--- config.mk ---
export PLATFORM = sky130hd
export DESIGN_NAME = uart_receiver
export DESIGN_NICKNAME = d
export VERILOG_FILES = /design/src/rtl/uart_receiver.sv
export SDC_FILE = /design/constraint.sdc
export NUM_CORES = 1
export LEC_CHECK = 0
export ABC_AREA = 1
export CAP_MARGIN = 20
export CORE_MARGIN = 4
export CORE_UTILIZATION = 30
export CTS_BUF_LIST = sky130_fd_sc_hd__clkbuf_2
export CTS_CLUSTER_DIAMETER = 120
export CTS_CLUSTER_SIZE = 12
export DETAILED_ROUTE_END_ITERATION = 7
export PLACE_DENSITY_LB_ADDON = 0.15
export SYNTH_ARGS = -nofsm -noshare
export SYNTH_HDL_FRONTEND = slang
export SYNTH_SLANG_ARGS = --single-unit
--- constraint.sdc ---
create_clock -name CLOCK_50 -period 3.2 [get_ports CLOCK_50]
set_clock_uncertainty 0.05 [all_clocks]
set_input_delay 0.64 -clock CLOCK_50 [delete_from_list [all_inputs] [get_ports CLOCK_50]]
set_output_delay 0.64 -clock CLOCK_50 [all_outputs]
set_load 0.005 [all_outputs]
--- src/rtl/uart_receiver.sv ---
// 8N1 UART receiver with 16x oversampling, MSB-first data order, mid-bit sampling.
// Reports characters through a charReceived/readAck level handshake with framing and overrun flags.
module uart_receiver #(
  parameter int CLKS_PER_TICK = 326
) (
  input  logic       CLOCK_50,
  input  logic       reset,
  input  logic       DataIn,
  input  logic       readAck,
  output logic [7:0] DataOut,
  output logic       charReceived,
  output logic       framingError,
  output logic       overrun,
  output logic       busy,
  output logic [1:0] state_dbg
);

  // Handshake: charReceived is a level that rises when a character is loaded into
  // DataOut and falls the cycle after readAck is sampled high; a new character
  // arriving in the same cycle as readAck wins and keeps charReceived high.

  typedef enum logic [1:0] {IDLE, START, DATA, STOP} state_t;

  localparam int TW = (CLKS_PER_TICK > 2) ? $clog2(CLKS_PER_TICK) : 1;

  state_t        state;
  logic [TW-1:0] tick_cnt;
  logic [3:0]    btick;
  logic [2:0]    bit_cnt;
  logic [7:0]    shreg;
  logic          sync1;
  logic          sync2;
  logic          prev;
  logic          tick;
  logic          sample;

  assign tick      = (tick_cnt == TW'(CLKS_PER_TICK - 1));
  assign sample    = tick && (btick == 4'd7);
  assign busy      = (state != IDLE);
  assign state_dbg = state;

  always_ff @(posedge CLOCK_50) begin
    if (reset) begin
      state        <= IDLE;
      tick_cnt     <= '0;
      btick        <= '0;
      bit_cnt      <= '0;
      shreg        <= '0;
      sync1        <= 1'b1;
      sync2        <= 1'b1;
      prev         <= 1'b1;
      DataOut      <= '0;
      charReceived <= 1'b0;
      framingError <= 1'b0;
      overrun      <= 1'b0;
    end else begin
      sync1        <= DataIn;
      sync2        <= sync1;
      prev         <= sync2;
      framingError <= 1'b0;
      if (readAck) charReceived <= 1'b0;

      if (state == IDLE)  tick_cnt <= '0;
      else if (tick)      tick_cnt <= '0;
      else                tick_cnt <= tick_cnt + 1'b1;

      // Bit-tick index wraps every 16 ticks, so each mid-bit sample lands 16 ticks after the last.
      if (state != IDLE && tick) btick <= btick + 1'b1;

      case (state)
        IDLE: begin
          btick   <= '0;
          bit_cnt <= '0;
          if (prev && !sync2) state <= START;
        end
        START: begin
          if (sample) state <= sync2 ? IDLE : DATA;
        end
        DATA: begin
          if (sample) begin
            shreg   <= {shreg[6:0], sync2};
            bit_cnt <= bit_cnt + 1'b1;
            if (bit_cnt == 3'd7) state <= STOP;
          end
        end
        STOP: begin
          if (sample) begin
            state <= IDLE;
            if (sync2) begin
              DataOut      <= shreg;
              charReceived <= 1'b1;
              if (charReceived && !readAck) overrun <= 1'b1;
            end else begin
              framingError <= 1'b1;
            end
          end
        end
        default: state <= IDLE;
      endcase
    end
  end

endmodule

==> results of run 1 <==
-- where the power goes --
part	internal [W]	switching [W]
combinational	0.0000185	0.0000241
clock	0.0000491	0.000164
sequential	0.000504	0.00000549
-- cell usage after synthesis (2+ instances only) --
master	number
a21oi_1	19
clkbuf_1	2
dfxtp_1	40
ha_1	5
inv_1	36
inv_2	3
nand2_1	36
nand2_2	3
nand3_1	5
nor2_1	23
nor2_2	2
nor2_4	3
nor3_1	6
o21ai_0	14
o21ai_1	8
or2_2	2
-- critical path, stage by stage (launching register included) --
cell	delay, ps
dfxtp_1	410
nor2_1	280
inv_1	110
clkdlybuf4s50_1	460
-- sequential cells by signal, summed over array words and instances (netlist names), 3 cells and up, named ones only --
| register | cells |
|---|---|
| tick_cnt | 9 |
| DataOut | 8 |
| shreg | 8 |
| btick | 4 |
| bit_cnt | 3 |
-- metrics by stage --
| step | hold WS (ps) | util | std cells | total power, W | instance area, sq um |
|---|---|---|---|---|---|
| floorplan | 339 | - | 222 | 0.000542 | 1700 |
| global placement | 343 | 0.352 | 307 | 0.000562 | 1940 |
| detailed placement | 343 | 0.352 | 307 | 0.000563 | 1940 |
| CTS | 387 | 0.359 | 315 | 0.000782 | 1980 |
| global route | 407 | 0.359 | 315 | 0.000808 | 1980 |
| finish | 386 | 0.359 | 315 | 0.000765 | 1980 |
-- cells by family (layout without fill, tap and decap cells) --
| group | count (synthesis) | after routing |
|---|---|---|
| AO/OA/AOI/OAI | 46 | 46 |
| XOR/XNOR | 1 | 1 |
| adder cells (fa/ha/maj) | 5 | 5 |
| buffers and inverters | 44 | 65 |
| flip-flops | 40 | 40 |
| AND/OR/NAND/NOR | 86 | 86 |
-- final cells by class --
class                      instances  area, sq um
sequential                        40          801
tap                               72         90.1
multi-input combinational        138          722
clock buffer                       5         25.0
fill                             595         3530
inverter                          39          146
clock inverter                     3         13.8
timing repair buffer              18          178
-- per-layer routing --
layer,track usage,vias up
met5,0,-
met4,0.0505,0
met1,0.141,551
met2,0.145,24
met3,0.0327,6
li1,-,737
-- worst paths after layout --
| path | to | slack (ps) |
|---|---|---|
| worst min register to register | sync2 | 390 |
| worst max-delay path | busy | 870 |
| worst min-delay path | sync2 | 390 |
| worst max register to register | bit_cnt[2] | 1190 |
==> results.toml, run 1 <==
[synthesis]
yosysSeqAreaShare = 0.471
synth_xor_area_frac = 0.00515
synth_edf_count = 0
synth_top_family_by_area = "simple AND/OR/NAND/NOR gates"
synth.distinct_cells = 31
synth-compound-area-share = 0.144
synth_fa_ha_area_frac = 0.0368
syn_area_sq_mm = 0.00170
syn_inst = 222
synth_top_area_share = 0.471
ys.flop_type = "dfxtp_1"
yosys_warnings = 0
syn_avg_cell_area_sq_um = 7.66
syn_nets = 231
synth_top_cell_by_area = "dfxtp_1"
synth-simple-area-share = 0.238
synth_async_sr_flop_share = 0
yosys-top-cells-area = "dfxtp_1 (47%), inv_1 (7.9%), nand2_1 (7.9%)"
synth_mux_area_frac = 0
ys_ff_latch = 40

[timing]
finalCriticalPeriod_ps = 2330
setup_ws_ps = 867
rsz0062_at_grt = "no"
setup-tns-final_ps = 0
drv_slew = 0
fmax_ghz = 0.429
finalHoldViolCount = 0
setup_violations = 0
post-route-period-util = 0.729
slew_headroom = 0.677
worst_slew_pin_slew_ps = 484

[drt]
met2_wirelength_um = 1280
top_layer_used = "met4"
ant_nets = 0
met3_length_um = 138
route.detailed.drc = 0
routed_wl_um = 3240
vias = 1318
drtPass1Iterations = 4
met1Wirelength_um = 1750
routed_via_density = 4.18
drtIter0Drc = 55
wl_per_cell_um = 10.3

[global_routing]
grt_max_degree = 19
antenna_found_initial = 0
grt_pass1_vias = 1274
grt_usage = 0.103
grt_overflow = 0
grt_pass1_wl_um = 5870

[worst_setup_path]
endpoint_kind = "primary output"
reg2reg_from = "btick[0]"
worst_setup_path_start_kind = "flip-flop"
critPathKind = "flip-flop to primary output"
critPathMaxFanout = 6
crit_arrival_ps = 1640
r2r_cells = 8
required_ps = 2510

[floorplan]
fp.dieH_um = 83.3
num_rows = 27
io_pins = 18
start_util = 0.309
die_x_um = 83.3
core_sq_mm = 0.00551
die-area_sq_mm = 0.00694

[clock_network]
cts.root.buffer_cell = "clkbuf_2"
post-cts-setup-buffers = 0
cts_sinks = 40
cts_hold_buffers = 0
clk-insertion-delay-late_ps = 390
cts-resized-gates = 0
cts_tree = "yes"
path_clk_slew_ps = 190
clock_path_buffers = 2
htreeDepth = 2
cts_buffers = 5

[layout]
num_antenna_cells = 0
fin_nets = 251
layout_common_cells = "dfxtp_1 (40), inv_1 (36), nand2_1 (36)"
area_delta_synth_final_pct = 16.2
layout-drive-gt1-share = 0.0947
layout_commonest_cell = "dfxtp_1"

[pwr]
pwr_density_cell_mw_per_mm2 = 387
vdd_drop_max_uv = 171
leakage_nw = 0.762

[flow_run]
drv_cap = 0

[min_path]
min_from = "sync1"
hold_class = "flip-flop to flip-flop"
worstHoldPathCells = 1

[place]
hpwl_um = 2310
port_buffers = 17
gp_congestion = 0.741
pre_cts_slack_ps = 1030

[outcome]
status = "completed"
No activity file was read; power rests on OpenSTA's default activity.
==> inputs of run 2 (changes only) <==
==> constraint.sdc (replaced) <==
create_clock -name CLOCK_50 -period 1.9 [get_ports CLOCK_50]
set_clock_uncertainty 0.05 [all_clocks]
set_input_delay 0.38 -clock CLOCK_50 [delete_from_list [all_inputs] [get_ports CLOCK_50]]
set_output_delay 0.38 -clock CLOCK_50 [all_outputs]
set_load 0.005 [all_outputs]
==> results.toml, run 2 (synthesis results as in run 1) <==
[timing]
post-route-period-util = 0.917
slew_headroom = 0.783
drv_slew = 0
finalCriticalPeriod_ps = 1740
setup-tns-final_ps = 0
rsz0062_at_grt = "no"
fmax_ghz = 0.574
worst_slew_pin_slew_ps = 325
setup_violations = 0
setup_ws_ps = 157
finalHoldViolCount = 0

[pwr]
vdd_drop_max_uv = 368
leakage_nw = 0.809
pwr_density_cell_mw_per_mm2 = 700

[worst_setup_path]
worst_setup_path_start_kind = "flip-flop"
reg2reg_from = "tick_cnt[0]"
crit-reg2reg-capture = "DataOut[0]"
r2r_slack_ps = 300
r2r_cells = 8
crit_buf_inv = 1
critPathKind = "flip-flop to primary output"
slowest_stage = "clkdlybuf4s50_1"
crit_arrival_ps = 1310
endpoint_kind = "primary output"
cp_top_family = "buffers and inverters"
required_ps = 1470
critical-path-max-stage-delay_ps = 510
critPathMaxFanout = 4
path_cells = "clkdlybuf4s50_1"

[outcome]
status = "completed"

[flow_run]
drv_cap = 0

[min_path]
hold_class = "flip-flop to flip-flop"
holdPathEnd = "sync2"
worstHoldPathCells = 1
min_from = "sync1"

[place]
port_buffers = 17
pre_cts_slack_ps = 231
hpwl_um = 2410
gp_congestion = 0.694

[clock_network]
cts_buffers = 5
cts.root.buffer_cell = "clkbuf_2"
cts_hold_buffers = 0
clk-insertion-delay-late_ps = 420
clock_path_buffers = 2
cts_tree = "yes"
htreeDepth = 2
cts_sinks = 40
path_clk_slew_ps = 190

[layout]
fin_nets = 257
area_delta_synth_final_pct = 21.3
layout-drive-gt1-share = 0.133
layout_common_cells = "dfxtp_1 (38), inv_1 (36), nand2_1 (36)"
reg.largest.list = "tick_cnt x9, DataOut x8, shreg x8"
largest_reg_flops = 9
post-route-util = 0.375
num_antenna_cells = 0
layout_commonest_cell = "dfxtp_1"
regMostFlops = "tick_cnt"

[global_routing]
grt_usage = 0.108
grt_max_degree = 19
grt_pass1_wl_um = 6070
grt_overflow = 0
antenna_found_initial = 0
grt_pass1_vias = 1338

[drt]
routed_via_density = 4.31
vias = 1385
wl_per_cell_um = 10.4
drtPass1Iterations = 4
route.detailed.drc = 0
ant_nets = 0
routed_wl_um = 3320
drtIter0Drc = 67

[floorplan]
num_rows = 27
fp.dieH_um = 83.3
start_util = 0.309
die-area_sq_mm = 0.00694
core_sq_mm = 0.00551
io_pins = 18
die_x_um = 83.3
==> run 2: cell types whose count changed in the layout (fill, tap and decap cells not counted) <==
| cell | change |
|---|---|
| nor2_1 | -1 |
| clkdlybuf4s50_1 | -1 |
| dlygate4sd2_1 | +1 |
| buf_4 | +6 |
| dfxtp_4 | +2 |
| nor2_4 | +1 |
| clkinvlp_4 | +1 |
| bufinv_16 | +1 |
| clkinv_2 | -1 |
| dfxtp_1 | -2 |
| clkinv_1 | -1 |
==> run 2: through the flow <==
step                power [W]  hold slack, ps  cells  instance area (sq um)
global placement     0.000953             345    311                   1970
CTS                   0.00147             386    321                   2060
detailed placement   0.000951             345    311                   1970
global route          0.00152             422    321                   2060
finish                0.00144             384    321                   2060
floorplan            0.000913             339    222                   1700
==> run 2: cell type report <==
cell class,instances,area [sq um]
fillers,601,3440
flip-flops and latches,40,808
multi-input cells,138,729
repair buffers,24,221
inverters,39,146
well taps,72,90.1
clock inverters,3,42.5
clock buffers,5,25.0
==> run 2: power breakdown <==
group          internal (W)  leakage, nW  total [W]  switching [W]
logic             0.0000373        0.445  0.0000809      0.0000436
registers          0.000848        0.324   0.000856     0.00000835
clock network      0.000220       0.0390   0.000507       0.000287
==> run 2: repair_timing <==
action,in CTS,in global routing
gates resized for setup,7,0
buffers inserted,2,0
endpoints found under the setup margin,2,0
==> run 2: worst max-delay path by stage <==
| stage | start | slack (ps) | cells after the start | to |
|---|---|---|---|---|
| after floorplan | tick_cnt[0] | 420 | 9 | DataOut[0] |
| after global placement | reset | 190 | 4 | tick_cnt[3] |
| after detailed placement | reset | 230 | 4 | tick_cnt[3] |
| after CTS | flip-flop | 110 | 1 | state_dbg[1] |
| after global routing | tick_cnt[0] | 80 | 8 | DataOut[0] |
| final | flip-flop | 160 | 1 | state_dbg[1] |
==> run 2: routing by layer <==
metal	vias to the layer above	wire length, um	GRT usage
met5	-	0	0
met4	0	75	0.0535
met3	7	129	0.0288
met2	23	1430	0.170
met1	600	1690	0.135
li1	755	-	-
==> inputs of run 3 (changes only) <==
--- a/config.mk
+++ b/config.mk
@@ -7,7 +7,6 @@
 export LEC_CHECK = 0
 export ABC_AREA = 1
 export CAP_MARGIN = 20
-export CORE_MARGIN = 4
 export CORE_UTILIZATION = 30
 export CTS_BUF_LIST = sky130_fd_sc_hd__clkbuf_2
 export CTS_CLUSTER_DIAMETER = 120
==> results.toml, run 3 (synthesis results as in run 1) <==
[outcome]
status = "completed"

[floorplan]
num_rows = 27
die-area_sq_mm = 0.00597
start_util = 0.311
core_sq_mm = 0.00547
die_x_um = 77.3
io_pins = 18
fp.dieH_um = 77.3

[min_path]
hold_class = "flip-flop to flip-flop"
min_from = "sync1"
worstHoldPathCells = 1
holdPathEnd = "sync2"

[worst_setup_path]
critPathMaxFanout = 3
endpoint_kind = "primary output"
reg2reg_from = "tick_cnt[0]"
crit_arrival_ps = 1290
crit-reg2reg-capture = "DataOut[7]"
crit_buf_inv = 1
path_cells = "clkdlybuf4s50_1"
required_ps = 1470
critPathKind = "flip-flop to primary output"
r2r_slack_ps = 270
slowest_stage = "clkdlybuf4s50_1"
critical-path-max-stage-delay_ps = 500
cp-startpoint = "state_dbg[0]"
cp_top_family = "buffers and inverters"
r2r_cells = 8
worst_setup_path_start_kind = "flip-flop"

[clock_network]
htreeDepth = 2
clock_path_buffers = 2
path_clk_slew_ps = 210
cts_sinks = 40
clk-insertion-delay-late_ps = 390
cts_buffers = 5
cts_tree = "yes"
cts.root.buffer_cell = "clkbuf_2"

[global_routing]
antenna_found_initial = 0
grt_pass1_wl_um = 5760
grt_max_degree = 19
grt_usage = 0.122
grt_overflow = 0
grt_pass1_vias = 1280

[drt]
route.detailed.drc = 0
routed_via_density = 4.28
routed_wl_um = 3240
drtIter0Drc = 49
vias = 1384
drtPass1Iterations = 4
wl_per_cell_um = 10.0
ant_nets = 0

[layout]
num_antenna_cells = 0
area_delta_synth_final_pct = 22.3
layout_common_cells = "dfxtp_1 (38), inv_1 (36), nand2_1 (36)"
layout-drive-gt1-share = 0.139
fin_nets = 259
reg.largest.list = "tick_cnt x9, DataOut x8, shreg x8"
largest_reg_flops = 9
regMostFlops = "tick_cnt"
layout_commonest_cell = "dfxtp_1"

[timing]
drv_slew = 0
setup_violations = 0
finalHoldViolCount = 0
rsz0062_at_grt = "no"
post-route-period-util = 0.907
fmax_ghz = 0.580
slew_headroom = 0.789
finalCriticalPeriod_ps = 1720
setup_ws_ps = 176
setup-tns-final_ps = 0
worst_slew_pin_slew_ps = 315

[place]
gp_congestion = 0.740
pre_cts_slack_ps = 235
port_buffers = 17
hpwl_um = 2310

[pwr]
pwr_density_cell_mw_per_mm2 = 697
vdd_drop_max_uv = 259
leakage_nw = 0.833

[flow_run]
drv_cap = 0
## run 3: cell types whose count changed in the layout (fill, tap and decap cells not counted)
cell,before,now
buf_4,7,9
dlygate4sd2_1,1,0
clkbuf_2,5,6
dlymetal6s2s_1,0,1
clkinvlp_4,1,0
## run 3: through the flow
stage | util | hold WS, ps | power [W] | std cells | instance area, sq um
floorplan | - | 339 | 0.000913 | 222 | 1700
global placement | 0.361 | 341 | 0.000953 | 312 | 1970
detailed placement | 0.361 | 346 | 0.000952 | 312 | 1970
CTS | 0.378 | 389 | 0.00147 | 322 | 2070
global route | 0.380 | 406 | 0.00152 | 323 | 2080
finish | 0.380 | 385 | 0.00145 | 323 | 2080
## run 3: worst max-delay path by stage
stage | endpoint | slack, ps | cells past startpoint
CTS | busy | 10 | 3
detailed placement | tick_cnt[5] | 240 | 4
finish | state_dbg[0] | 180 | 1
global route | DataOut[7] | 50 | 8
global placement | tick_cnt[6] | 220 | 4
floorplan | DataOut[0] | 420 | 9
## run 3: layout make-up
cell class / instances / area (sq um)
Fill cell: 587 / 3390
Sequential cell: 40 / 808
Multi-Input combinational cell: 138 / 729
Timing Repair Buffer: 26 / 240
Inverter: 39 / 146
Tap cell: 72 / 90.1
Clock inverter: 2 / 35.0
Clock buffer: 6 / 30.0
## run 3: layer usage
| layer | share of wire | track usage |
|---|---|---|
| met1 | 0.53 | 0.158 |
| met2 | 0.43 | 0.189 |
| met3 | 0.027 | 0.0357 |
| met4 | 0.017 | 0.0453 |
| met5 | 0 | 0 |
## run 3: repair_timing
| action | 4_1_cts | 5_1_grt |
|---|---|---|
| resized for setup | 6 | 1 |
| pin swaps | 0 | 1 |
| hold buffers | 0 | 0 |
| buffers inserted | 2 | 1 |
| endpoints found under the setup margin | 2 | 1 |
## run 3: power by group
| part | internal, W | switching, W | leakage [nW] | total (W) |
|---|---|---|---|---|
| logic | 0.0000433 | 0.0000465 | 0.465 | 0.0000898 |
| registers | 0.000848 | 0.00000790 | 0.324 | 0.000856 |
| clock network | 0.000227 | 0.000278 | 0.0430 | 0.000505 |
| total | 0.00112 | 0.000333 | 0.833 | 0.00145 |
==> variant 1: new RTL, flow settings as in run 3 <==
Register the output `overrun` once more, without a reset; this adds one clock of latency there. The other outputs are not delayed to match.
--- a/src/rtl/uart_receiver.sv
+++ b/src/rtl/uart_receiver.sv
@@ -22,6 +22,8 @@
   typedef enum logic [1:0] {IDLE, START, DATA, STOP} state_t;
 
   localparam int TW = (CLKS_PER_TICK > 2) ? $clog2(CLKS_PER_TICK) : 1;
+
+  logic overrun_s0;
 
   state_t        state;
   logic [TW-1:0] tick_cnt;
@@ -52,7 +54,7 @@
       DataOut      <= '0;
       charReceived <= 1'b0;
       framingError <= 1'b0;
-      overrun      <= 1'b0;
+      overrun_s0   <= 1'b0;
     end else begin
       sync1        <= DataIn;
       sync2        <= sync1;
@@ -89,7 +91,7 @@
             if (sync2) begin
               DataOut      <= shreg;
               charReceived <= 1'b1;
-              if (charReceived && !readAck) overrun <= 1'b1;
+              if (charReceived && !readAck) overrun_s0 <= 1'b1;
             end else begin
               framingError <= 1'b1;
             end
@@ -100,5 +102,9 @@
     end
   end
 
+  always_ff @(posedge CLOCK_50) begin
+    overrun <= overrun_s0;
+  end
+
 endmodule
 
Formal check against the unedited RTL: same outputs for any inputs over 10 cycles, from zero or initial values and one cycle with reset high; that may be too few to reach the edited logic, so the function may still have changed.
==> variant 1 against run 3 <==
Power up 14%; first-iteration DRC count up 69%; combinational power up 19%; design area up 4.6%; setup slack worse by 0.092 ns; routed wire length down 1.9%; worst hold slack worse by 0.066 ns; area after synthesis up 1.2%; sequential cell count up 1; fmax down 5.1%; clock power up 33%; global-route usage down 0.13 points; largest power group unchanged.
==> variant 1: results (changes against run 3) <==
The maximum fanout encountered on the critical timing path is 2 (-1). The sequential cell area share is 38.1% (-0.80 points). Ranked by total cell area, the synthesized netlist is headed by sky130_fd_sc_hd__dfxtp_1, sky130_fd_sc_hd__inv_1, sky130_fd_sc_hd__nand2_1, sky130_fd_sc_hd__a21oi_1, sky130_fd_sc_hd__nor2_1.

The clock input transition at the sequential cells of the worst setup and hold paths came out at 0.23 ns (+0.02 ns). The endpoint identified for the worst register-to-register timing path is shreg[4]. Number of design-rule violations left by the first detailed-router iteration: 83 (+69%). The worst hold path begins at overrun_s0. The static power due to leakage was 0.902 nW (+8.3%). Clock tree cell share of total cell area: 4.31% (+1.2 points). For the clock buffer count, the log shows 5 (-1).

For the final estimated routing congestion in global placement, the log shows 0.755 (+2.0%). The relative contribution of the clock network to total power is 40.6% (+5.8 points), and the per-cell routed wire length is 9.63 um (-4.0%). The commonest cells after synthesis are sky130_fd_sc_hd__dfxtp_1, sky130_fd_sc_hd__inv_1, sky130_fd_sc_hd__nand2_1, sky130_fd_sc_hd__nor2_1, sky130_fd_sc_hd__a21oi_1. Per-cell via count in the routed design: 4.31 (+0.57%). The capture endpoint of the worst hold path is overrun. The switching share of power is 22.3% (-0.60 points), and the share of post-route cells with drive strength above 1 is 15.9% (+1.9 points).

The overall track demand over capacity in global routing is 12.1% (-0.13 points), and the cell depth of the worst hold path is 0 (-1). The met2 wirelength from detailed routing was 1370 um (-1.7%). Final net count: 266 (+2.7%). The run finished with clean final reports. The global routing met1 resource utilization was 15.0% (-0.86 points); the maximum vdd drop was 0.429 mV (+66%). The number of setup buffers added after CTS is 6 (+4).
-- variant 1: cell count changes after synthesis, sizes merged --
cell	delta
dfxtp	+1
-- variant 1: cell families (layout without fill, tap and decap cells) --
family                     Yosys count  count (layout)  share of synthesized area, %
AOI/OAI and AO/OA                   46              46                          14.3
xor gates and xnor gates             1               1                         0.509
buffers and inverters               44              79                          10.3
and+or+nand+nor                     86              86                          23.6
DFF                                 41              41                          47.7
adders and majority gates            5               5                          3.64
-- variant 1: metrics by stage --
| stage | power (W) | worst slack (ns) | area (um2) | std cells |
|---|---|---|---|---|
| 3_5_place_dp | 0.000971 | 0.249 | 2000 | 314 |
| 2_1_floorplan | 0.000935 | 0.420 | 1720 | 223 |
| 6_report | 0.00165 | 0.0842 | 2180 | 330 |
| 5_1_grt | 0.00172 | 0.0119 | 2180 | 330 |
| 3_3_place_gp | 0.000974 | 0.242 | 2000 | 314 |
| 4_1_cts | 0.00167 | 0.000417 | 2160 | 328 |
==> variant 2: new RTL, flow settings as in run 3 <==
Without the edit above. The parameter `CLKS_PER_TICK` goes from 326 to 163.
--- a/src/rtl/uart_receiver.sv
+++ b/src/rtl/uart_receiver.sv
@@ -1,7 +1,7 @@
 // 8N1 UART receiver with 16x oversampling, MSB-first data order, mid-bit sampling.
 // Reports characters through a charReceived/readAck level handshake with framing and overrun flags.
 module uart_receiver #(
-  parameter int CLKS_PER_TICK = 326
+  parameter int CLKS_PER_TICK = 163
 ) (
   input  logic       CLOCK_50,
   input  logic       reset,
Function: no difference found for any inputs over 10 cycles, from zero or initial values and one cycle with reset high; that may be too few to reach the edited logic, so the function may still have changed.
==> variant 2 against run 3 <==
Power decreased by 11%; synthesized cell count decreased by 1.4%; setup slack got worse by 0.072 ns; utilization decreased by 0.75 points; design area decreased by 2.0%; largest power group unchanged; area after synthesis about the same; sequential cell count decreased by 1; global-route usage decreased by 0.82 points; first-iteration DRC count increased by 140%; routed wire length decreased by 7.2%.
==> variant 2: results (changes against run 3) <==
Per-instance average area after synthesis: 7.77 um2 (+1.4%). The total number of yosys warnings was 0 (unchanged); the clock latency on the worst-skew pair was 0.38 ns. The number of buffers inserted during clock tree synthesis came out at 5 (unchanged). For the via count of the routed design, the log shows 1,329 (-4.0%).

The number of nets in the synthesized netlist was 228 (-1.3%). The logs give 33 (+6.5%) for the number of distinct library cells after synthesis and 0.788 nW (-5.3%) for the static power due to leakage. Met2 wirelength from detailed routing: 1320 um (-5.2%). The number of design-rule violations left by the first detailed-router iteration was 119 (+140%). For the global routing met1 resource utilization, the log shows 13.9% (-2.0 points).

For the overall track demand over capacity in global routing, the log shows 11.4% (-0.82 points). In the post-synthesis netlist, the biggest area contributors are sky130_fd_sc_hd__dfxtp_1, sky130_fd_sc_hd__nand2_1, sky130_fd_sc_hd__inv_1, sky130_fd_sc_hd__nor2_1, sky130_fd_sc_hd__a21oi_1. The share of post-route cells with drive strength above 1 works out to 16.3% (+2.3 points).

The per-cell routed wire length was 9.46 um (-5.7%); the clock input transition at the sequential cells of the worst setup and hold paths was 0.20 ns. The quantity of I/O buffers inserted on ports is 17 (unchanged). The logs give 19 (unchanged) for the pin count of the biggest net entering global routing and 18.1% (-0.80 points) for the global-route met2 utilization. For the met1 layer wirelength in the final routing, the log shows 1530 um (-11%).

The largest registers in the layout are DataOut (8), shreg (8), tick_cnt (8). Highest metal layer used by the detailed router: met4. The met3 global-route usage was 3.69% (+0.12 points); the data arrival time of the critical path was 1.37 ns (+0.08 ns). The diode insertion count for antenna repair is 0 (unchanged), and the final estimated routing congestion in global placement is 0.733 (-0.93%).

In the synthesized netlist the dominant register cell turns out to be sky130_fd_sc_hd__dfxtp_1. Ranked by instance count, the synthesized netlist is headed by sky130_fd_sc_hd__dfxtp_1, sky130_fd_sc_hd__nand2_1, sky130_fd_sc_hd__inv_1, sky130_fd_sc_hd__nor2_1, sky130_fd_sc_hd__a21oi_1. The run gives 2 (unchanged) as the deepest level of the CTS H-tree. The run gives 4 (unchanged) as the iteration count of the initial detailed-routing pass. The post-placement cell count is 307 (-1.6%), and the detailed route wirelength on metal3 is 110 um (+28%). The run gives 254 (-1.9%) as the final net count.

The logs give 45.9% (-1.2 points) for the share of the yosys chip area belonging to registers and 0.283 mV (+9.6%) for the maximum vdd drop. The wire length of the first global-routing pass is 5390 um (-6.5%), and the share of synthesized flip-flops with an asynchronous set or reset is 0% (unchanged). The overall routed net length came out at 3010 um (-7.2%).

The worst hold path belongs to the class flip-flop to flip-flop. The run finished with clean final reports. The buffer cell driving the clock tree root is sky130_fd_sc_hd__clkbuf_2. The maximum fanout encountered on the critical timing path was 5 (+2). The actual transition at the worst max-transition pin is 0.307 ns (-0.00769 ns). The logs give 0 (unchanged) for the initial antenna violation count and 2110 um (-8.7%) for the detailed placement HPWL.

The tools report the clock tree buffer depth as 2 (unchanged). For the via count of the first global-routing pass, the log shows 1,225 (-4.3%).
-- variant 2: critical path, stage by stage, from the launching register on --
cell and delay, ns:
sky130_fd_sc_hd__dfxtp_4 0.42, sky130_fd_sc_hd__nor2_4 0.03, sky130_fd_sc_hd__inv_1 0.04, sky130_fd_sc_hd__clkdlybuf4s50_1 0.49
-- variant 2: report_power, final --
part	switching [W]	internal, W
Clock	0.000270	0.000101
Combinational	0.0000447	0.0000443
Sequential	0.00000871	0.000826
Total	0.000323	0.000971
-- variant 2: final cells by class --
class                           instances  area (um2)
Fill cell                             593        3430
Sequential cell                        39         788
Multi-Input combinational cell        135         747
Timing Repair Buffer                   24         223
Inverter                               40         150
Tap cell                               72        90.1
Clock buffer                            7        35.0
Clock inverter                          1        5.00
-- variant 2: cell families after synthesis --
logic type	share of synthesized area [%]
AO/OA/AOI/OAI	13.6
adder cells (fa/ha/maj)	3.68
AND/OR/NAND/NOR	25.1
XOR/XNOR	1.03
flip-flops	45.9
buffers and inverters	10.7
-- variant 2: worst paths after layout --
path | cells past startpoint | end | slack, ns | from
min | 1 | sync2 | 0.40 | sync1
max | 3 | busy | 0.10 | state_dbg[0]
max reg2reg | 8 | DataOut[4] | 0.28 | btick[1]
min reg2reg | 1 | sync2 | 0.40 | sync1
-- variant 2: stage by stage --
step | setup slack, ns | area, um2
2_1_floorplan | 0.430 | 1700
3_3_place_gp | 0.245 | 1960
3_5_place_dp | 0.205 | 1960
4_1_cts | 0.00975 | 2000
5_1_grt | 0.0100 | 2040
6_report | 0.104 | 2040
-- variant 2: repair_timing --
item / CTS / global route
hold endpoints to repair: 0 / 0
pin swaps: 0 / 0
endpoints found under the setup margin: 1 / 1
buffers inserted: 0 / 3
gates resized for setup: 2 / 4
